## src/rtl/mips_pkg.sv

```systemverilog
// Shared constants and types for the HI/LO multiply/divide sequencer.
package mips_pkg;

   localparam logic [1:0] IDLE = 2'd0;
   localparam logic [1:0] CALC = 2'd1;
   localparam logic [1:0] FIX  = 2'd2;

   localparam logic HI_SEL = 1'b0;
   localparam logic LO_SEL = 1'b1;

   // Sliced down to the operand width where used.
   localparam logic [63:0] DIV0_LO = '1;

   typedef struct packed {
      logic div_sel;
      logic res_neg;
      logic rem_neg;
      logic div0;
   } op_info_t;

endpackage

```

## src/rtl/muldiv_sequencer_if.sv

```systemverilog
// Control-unit facing request/response bundle for the mul/div sequencer.
interface muldiv_sequencer_if #(parameter int WIDTH = 32);

   logic             start;
   logic             mul0_div1_sel;
   logic             is_signed;
   logic [WIDTH-1:0] op_a;
   logic [WIDTH-1:0] op_b;
   logic             hilo_rd;
   logic             hilo_we;
   logic             hi0_lo1_sel;
   logic [WIDTH-1:0] hilo_wdata;
   logic [WIDTH-1:0] hilo_rdata;
   logic             busy;
   logic             stall;
   logic             done;

   modport master (
      output start, mul0_div1_sel, is_signed, op_a, op_b,
      output hilo_rd, hilo_we, hi0_lo1_sel, hilo_wdata,
      input  hilo_rdata, busy, stall, done
   );

   modport slave (
      input  start, mul0_div1_sel, is_signed, op_a, op_b,
      input  hilo_rd, hilo_we, hi0_lo1_sel, hilo_wdata,
      output hilo_rdata, busy, stall, done
   );

endinterface

```

## src/rtl/muldiv_core.sv

```systemverilog
// Stateless datapath: one shift-add / restoring shift-subtract step, plus final sign fix.
module muldiv_core
   import mips_pkg::*;
#(
   parameter int WIDTH = 32
) (
   input  op_info_t           info,
   input  logic [WIDTH-1:0]   opnd,
   input  logic [WIDTH-1:0]   a_raw,
   input  logic [2*WIDTH-1:0] prod,
   output logic [2*WIDTH-1:0] prod_step,
   output logic [WIDTH-1:0]   hi_fix,
   output logic [WIDTH-1:0]   lo_fix
);

   logic [WIDTH:0]     mul_sum;
   logic [WIDTH:0]     div_top;
   logic [WIDTH:0]     div_diff;
   logic [2*WIDTH-1:0] prod_neg;
   logic [WIDTH-1:0]   quo;
   logic [WIDTH-1:0]   rem;

   always_comb begin
      mul_sum  = {1'b0, prod[2*WIDTH-1:WIDTH]} + (prod[0] ? {1'b0, opnd} : '0);
      // Divide keeps {remainder, dividend/quotient}; the top W+1 bits after a left shift.
      div_top  = prod[2*WIDTH-1:WIDTH-1];
      div_diff = div_top - {1'b0, opnd};

      if (info.div_sel) begin
         if (!div_diff[WIDTH]) begin
            prod_step = {div_diff[WIDTH-1:0], prod[WIDTH-2:0], 1'b1};
         end else begin
            prod_step = {div_top[WIDTH-1:0], prod[WIDTH-2:0], 1'b0};
         end
      end else begin
         prod_step = {mul_sum, prod[WIDTH-1:1]};
      end

      prod_neg = -prod;
      quo      = prod[WIDTH-1:0];
      rem      = prod[2*WIDTH-1:WIDTH];

      if (info.div_sel) begin
         lo_fix = info.div0 ? DIV0_LO[WIDTH-1:0] : (info.res_neg ? -quo : quo);
         hi_fix = info.div0 ? a_raw : (info.rem_neg ? -rem : rem);
      end else begin
         {hi_fix, lo_fix} = info.res_neg ? prod_neg : prod;
      end
   end

endmodule

```

## src/rtl/muldiv_sequencer.sv

```systemverilog
// MULT/MULTU/DIV/DIVU sequencer owning HI/LO; WIDTH+1 cycles per op, stalls
// HI/LO accesses and new ops while busy.
module muldiv_sequencer
   import mips_pkg::*;
#(
   parameter int WIDTH = 32,
   parameter int CNT_W = 6
) (
   input  logic         clk,
   input  logic         rst,
   muldiv_sequencer_if.slave bus
);

   logic [1:0]         state_q, state_d;
   logic [CNT_W-1:0]   cnt_q, cnt_d;
   logic [WIDTH-1:0]   opnd_q, opnd_d;
   logic [WIDTH-1:0]   a_raw_q, a_raw_d;
   logic [2*WIDTH-1:0] prod_q, prod_d;
   op_info_t           info_q, info_d;
   logic [WIDTH-1:0]   hi_q, hi_d;
   logic [WIDTH-1:0]   lo_q, lo_d;
   logic               done_q, done_d;

   logic               a_sign, b_sign;
   logic [WIDTH-1:0]   mag_a, mag_b;
   logic [2*WIDTH-1:0] prod_step;
   logic [WIDTH-1:0]   hi_fix, lo_fix;

   muldiv_core #(.WIDTH(WIDTH)) u_core (
      .info      (info_q),
      .opnd      (opnd_q),
      .a_raw     (a_raw_q),
      .prod      (prod_q),
      .prod_step (prod_step),
      .hi_fix    (hi_fix),
      .lo_fix    (lo_fix)
   );

   assign bus.busy       = (state_q != IDLE);
   assign bus.stall      = bus.busy & (bus.start | bus.hilo_rd | bus.hilo_we);
   assign bus.hilo_rdata = (bus.hi0_lo1_sel == HI_SEL) ? hi_q : lo_q;
   assign bus.done       = done_q;

   assign a_sign = bus.is_signed & bus.op_a[WIDTH-1];
   assign b_sign = bus.is_signed & bus.op_b[WIDTH-1];
   assign mag_a  = a_sign ? -bus.op_a : bus.op_a;
   assign mag_b  = b_sign ? -bus.op_b : bus.op_b;

   always_comb begin
      state_d = state_q;
      cnt_d   = cnt_q;
      opnd_d  = opnd_q;
      a_raw_d = a_raw_q;
      prod_d  = prod_q;
      info_d  = info_q;
      hi_d    = hi_q;
      lo_d    = lo_q;
      done_d  = 1'b0;

      case (state_q)
         IDLE: begin
            if (bus.hilo_we) begin
               if (bus.hi0_lo1_sel == LO_SEL) lo_d = bus.hilo_wdata;
               else                           hi_d = bus.hilo_wdata;
            end
            if (bus.start) begin
               // Multiply shifts the multiplier out of the low half; divide shifts the dividend.
               opnd_d         = bus.mul0_div1_sel ? mag_b : mag_a;
               prod_d         = {{WIDTH{1'b0}}, (bus.mul0_div1_sel ? mag_a : mag_b)};
               a_raw_d        = bus.op_a;
               info_d.div_sel = bus.mul0_div1_sel;
               info_d.res_neg = a_sign ^ b_sign;
               info_d.rem_neg = a_sign;
               info_d.div0    = (bus.op_b == '0);
               cnt_d          = '0;
               state_d        = CALC;
            end
         end
         CALC: begin
            prod_d = prod_step;
            cnt_d  = cnt_q + CNT_W'(1);
            if (cnt_q == CNT_W'(WIDTH - 1)) state_d = FIX;
         end
         FIX: begin
            hi_d    = hi_fix;
            lo_d    = lo_fix;
            done_d  = 1'b1;
            state_d = IDLE;
         end
         default: state_d = IDLE;
      endcase
   end

   always_ff @(posedge clk) begin
      if (rst) begin
         state_q <= IDLE;
         cnt_q   <= '0;
         opnd_q  <= '0;
         a_raw_q <= '0;
         prod_q  <= '0;
         info_q  <= '0;
         hi_q    <= '0;
         lo_q    <= '0;
         done_q  <= 1'b0;
      end else begin
         state_q <= state_d;
         cnt_q   <= cnt_d;
         opnd_q  <= opnd_d;
         a_raw_q <= a_raw_d;
         prod_q  <= prod_d;
         info_q  <= info_d;
         hi_q    <= hi_d;
         lo_q    <= lo_d;
         done_q  <= done_d;
      end
   end

endmodule

```

## src/flat_wrapper.sv

```systemverilog
// flat-port wrapper written by rule: the top's interface ports become plain ports
module muldiv_sequencer_flat import mips_pkg::*;
#(
   parameter int WIDTH = 32,
   parameter int CNT_W = 6
)
  (clk, rst, bus_start, bus_mul0_div1_sel, bus_is_signed, bus_op_a, bus_op_b, bus_hilo_rd, bus_hilo_we, bus_hi0_lo1_sel, bus_hilo_wdata, bus_hilo_rdata, bus_busy, bus_stall, bus_done);
  muldiv_sequencer_if #(.WIDTH(WIDTH)) bus_i ();
  input  logic clk;
  input  logic rst;
  input wire logic [$bits(bus_i.start)-1:0] bus_start;
  input wire logic [$bits(bus_i.mul0_div1_sel)-1:0] bus_mul0_div1_sel;
  input wire logic [$bits(bus_i.is_signed)-1:0] bus_is_signed;
  input wire logic [$bits(bus_i.op_a)-1:0] bus_op_a;
  input wire logic [$bits(bus_i.op_b)-1:0] bus_op_b;
  input wire logic [$bits(bus_i.hilo_rd)-1:0] bus_hilo_rd;
  input wire logic [$bits(bus_i.hilo_we)-1:0] bus_hilo_we;
  input wire logic [$bits(bus_i.hi0_lo1_sel)-1:0] bus_hi0_lo1_sel;
  input wire logic [$bits(bus_i.hilo_wdata)-1:0] bus_hilo_wdata;
  output wire logic [$bits(bus_i.hilo_rdata)-1:0] bus_hilo_rdata;
  output wire logic [$bits(bus_i.busy)-1:0] bus_busy;
  output wire logic [$bits(bus_i.stall)-1:0] bus_stall;
  output wire logic [$bits(bus_i.done)-1:0] bus_done;
  assign bus_i.start = bus_start;
  assign bus_i.mul0_div1_sel = bus_mul0_div1_sel;
  assign bus_i.is_signed = bus_is_signed;
  assign bus_i.op_a = bus_op_a;
  assign bus_i.op_b = bus_op_b;
  assign bus_i.hilo_rd = bus_hilo_rd;
  assign bus_i.hilo_we = bus_hilo_we;
  assign bus_i.hi0_lo1_sel = bus_hi0_lo1_sel;
  assign bus_i.hilo_wdata = bus_hilo_wdata;
  assign bus_hilo_rdata = bus_i.hilo_rdata;
  assign bus_busy = bus_i.busy;
  assign bus_stall = bus_i.stall;
  assign bus_done = bus_i.done;
  muldiv_sequencer #(.WIDTH(WIDTH), .CNT_W(CNT_W)) u_core (.clk(clk), .rst(rst), .bus(bus_i));
endmodule
```

## config.mk

```make
export PLATFORM = sky130hd
export DESIGN_NAME = muldiv_sequencer_flat
export DESIGN_NICKNAME = d
export VERILOG_FILES = /design/src/rtl/mips_pkg.sv /design/src/rtl/muldiv_sequencer_if.sv /design/src/rtl/muldiv_core.sv /design/src/rtl/muldiv_sequencer.sv /design/src/flat_wrapper.sv
export SDC_FILE = /design/constraint.sdc
export NUM_CORES = 1
export LEC_CHECK = 0
export CAP_MARGIN = 10
export CORE_UTILIZATION = 45
export DETAILED_ROUTE_END_ITERATION = 12
export PLACE_DENSITY = 0.74
export SLEW_MARGIN = 20
export SYNTH_ARGS = -nofsm -noshare
export SYNTH_HDL_FRONTEND = slang
export SYNTH_SLANG_ARGS = --single-unit
export TNS_END_PERCENT = 1
```

## constraint.sdc

```tcl
create_clock -name clk -period 3.1 [get_ports clk]
set_input_delay 0.62 -clock clk [delete_from_list [all_inputs] [get_ports clk]]
set_output_delay 0.62 -clock clk [all_outputs]
set_load 0.005 [all_outputs]
```

==> metrics, run 1 <==
hold-fix buffers at CTS=0; routability congestion estimate=about 1.0; HP Class=input pin to flip-flop; Hold Slack=roughly 0.40 ns; RR Startpoint=u_core.opnd_q[3]; ratio of cells with drive above 1 in the final layout=18.4%; Final Util=59.4%; post-synthesis sequential area ratio=between 20% and 30%; height of the die=approximately 200 um; Clock Path Buffers=3; clk sink count=approximately 210; static leakage=9.12 nW; Die Span X=198 um; Relative slew margins=between 30% and 40%; synthesized net count=2,579; failing checks=negative setup slack; worst setup margin=-0.00241 ns; grt ovf=0; ys flop type=dfxtp_1; post-synthesis cell count=2,404; Final Non-Filler Cells=3,232; fin crit period=3.10 ns; DP Wirelength=59,300 um; clock-pin slew on the worst setup and hold paths=0.06 ns; global-route wire length before repair=112,000 um; fin nets=2,877; setup violators final=1; Worst Path Required=3.48 ns; antenna violations before repair=1; clock tree root buffer cell=clkbuf_16; pre-CTS WS=-0.373 ns; post-route clock period utilization=100%; # rows=71; Initial Util=45.9%; pwr dens=approximately 410 nW/um2; Worst Hold End=u_core.state_q[0]; Routed WL=76,200 um; RR Endpoint=u_core.prod_q[46]; Worst Setup Start Kind=flip-flop; status=finished, violations left; Syn. warnings=0; Slew Viols, Final=0; Slew @ Worst Pin=1.01 ns; CTS Buf Count=25; synthesized cell area=17,400 um2; largest net degree at the start of global routing=80; max-cap violations=0; I/O Pins=139; total number of vias=20,800; Vias/cell=6.42; R2R depth=14; Mean Syn Cell Area=a little over 7 um2; global-route usage over all layers=37.4%; Layout area overhead=29.5%; 1st-iter DRT viols=2,553; antenna viol nets, final=0; WP data arrival=approximately 3.5 ns; total chip power=0.00914 W; most common cell after layout, fill and taps aside=nand2_1; fmax=322 MHz; CP Capture Type=flip-flop; core area=37,800 um2; drt drc=0; most frequent cells in the layout=323 x nand2_1, 299 x buf_4, 225 x a21oi_1; Final Hold Viols=0; drt wl/cell=23.6 um; kind of critical path=flip-flop to flip-flop; Critical Path Fanout Max=5; clk_lat worst skew=~0.56 ns; vias in the first global route=19,000; IO Port Bufs=138; Worst VDD drop=0.386 mV; Hold Path Origin=rst; CTS tree=done; CTS H-tree lvls=1; Synth cell types=80; RSZ-0062 raised after global routing=true; Post-synth EDFFs=0; placed cells=3,167; cell count of the worst hold path=2; fillers=3,581; flop2flop setup slack=-0.002 ns; drt first pass iters=5; Die ar.=39,300 um2; Async S/R FF share, synth=0%; clock skew=around 0.018 ns; Yosys reg bits=205
-- stage by stage --
stage                     area, um2   TNS, ns
after floorplan               17400    -0.234
after global placement        21100     -2.24
after detailed placement      21100     -3.34
after CTS                     22000         0
after global routing          22500    -0.488
final                         22500  -0.00241
-- power by group --
group	switching, W	total (W)	internal [W]
Clock	0.00128	0.00298	0.00170
Sequential	0.000167	0.00297	0.00280
Combinational	0.00181	0.00319	0.00137
Total	0.00326	0.00914	0.00587
-- routing by layer --
layer	global-route usage, %	vias up	part of all wire [%]
li1	-	9344	-
met1	51.2	9863	41
met2	56.5	1320	43
met3	6.49	231	11
met4	18.0	0	5.1
met5	0	-	0
-- synth_stat cells, types with 14 or more instances --
cell type	count	area share, %
a211oi_1	72	3.1
a21o_1	33	1.4
a21oi_1	238	6.9
a22oi_1	24	1.0
a311oi_1	15	0.76
a31oi_1	28	1.0
and3_1	16	0.58
buf_1	20	0.43
clkbuf_1	165	3.6
dfxtp_1	205	24
ha_1	69	5.0
inv_1	67	1.4
mux2_2	37	2.4
mux2i_1	64	3.7
nand2_1	324	7.0
nand2b_1	22	0.79
nand3_1	50	1.4
nand4_1	14	0.50
nor2_1	218	4.7
nor2b_1	17	0.61
nor3_1	58	1.7
nor4_1	16	0.58
o211ai_1	54	2.3
o21a_1	17	0.74
o21ai_0	132	3.8
o221ai_1	40	2.0
o31ai_1	19	0.82
or3_1	21	0.76
or4_1	17	0.74
xnor2_1	105	5.3
xor2_1	71	3.6
-- sequential cells by signal, indices dropped and copies added (netlist names) --
signal / cells
u_core.prod_q: 64
u_core.a_raw_q: 32
u_core.hi_q: 32
u_core.lo_q: 32
u_core.opnd_q: 32
u_core.cnt_q: 6
u_core.info_q: 4
u_core.state_q: 2
u_core.bus.done: 1
-- worst max-delay path by stage --
stage	startpoint	slack (ns)	end	cells past startpoint
global route	u_core.opnd_q[3]	-0.08	u_core.prod_q[46]	14
global placement	u_core.prod_q[0]	-0.42	u_core.hi_q[4]	15
CTS	u_core.prod_q[50]	0.002	u_core.hi_q[29]	9
detailed placement	u_core.prod_q[0]	-0.37	u_core.hi_q[4]	15
floorplan	u_core.prod_q[32]	-0.06	u_core.prod_q[41]	13
finish	u_core.opnd_q[3]	-0.002	u_core.prod_q[46]	14
-- logic make-up (layout without fill, tap and decap cells) --
group / count (synthesis) / after routing / share of synthesized area, %
mux: 101 / 101 / 6.09
xor+xnor: 176 / 176 / 8.88
simple gates: 818 / 818 / 21.5
buf+inv: 256 / 572 / 5.60
fa+ha+maj: 71 / 71 / 5.21
other cells: 0 / 1 / 0
compound gates: 777 / 777 / 29.1
flops: 205 / 205 / 23.7
-- final cells by class --
cell class | count | area [um2] | share of cell area, %
clock inverter | 14 | 154 | 0.685
clock buffer | 31 | 658 | 2.93
tap | 511 | 639 | 2.85
sequential | 205 | 4120 | 18.3
antenna | 1 | 2.50 | 0.0111
multi-input combinational | 1943 | 12700 | 56.4
timing repair buffer | 459 | 3970 | 17.6
inverter | 68 | 255 | 1.14
-- critical path, cell delays in order, from the launching register on --
cell	delay, ns
dfxtp_1	0.32
inv_1	0.14
ha_4	0.24
o211ai_1	0.28
a21oi_4	0.06
o21a_1	0.22
o211ai_1	0.38
a21oi_2	0.11
o21a_1	0.23
xnor2_2	0.29
buf_12	0.17
buf_12	0.11
buf_8	0.10
mux2i_1	0.17
a31oi_1	0.12
-- what timing repair did --
action | CTS | global route
pin swaps | 5 | 22
gates resized for setup | 20 | 87
setup endpoints to repair | 27 | 46
setup buffers | 2 | 18
No activity file was read; power rests on OpenSTA's default activity.
==> run 2: changes to the inputs <==
Settings changed: HOLD_SLACK_MARGIN from default to 0.12.
==> results of run 2 <==
Same layout as run 1: the final DEF is identical, and so are final timing and power.
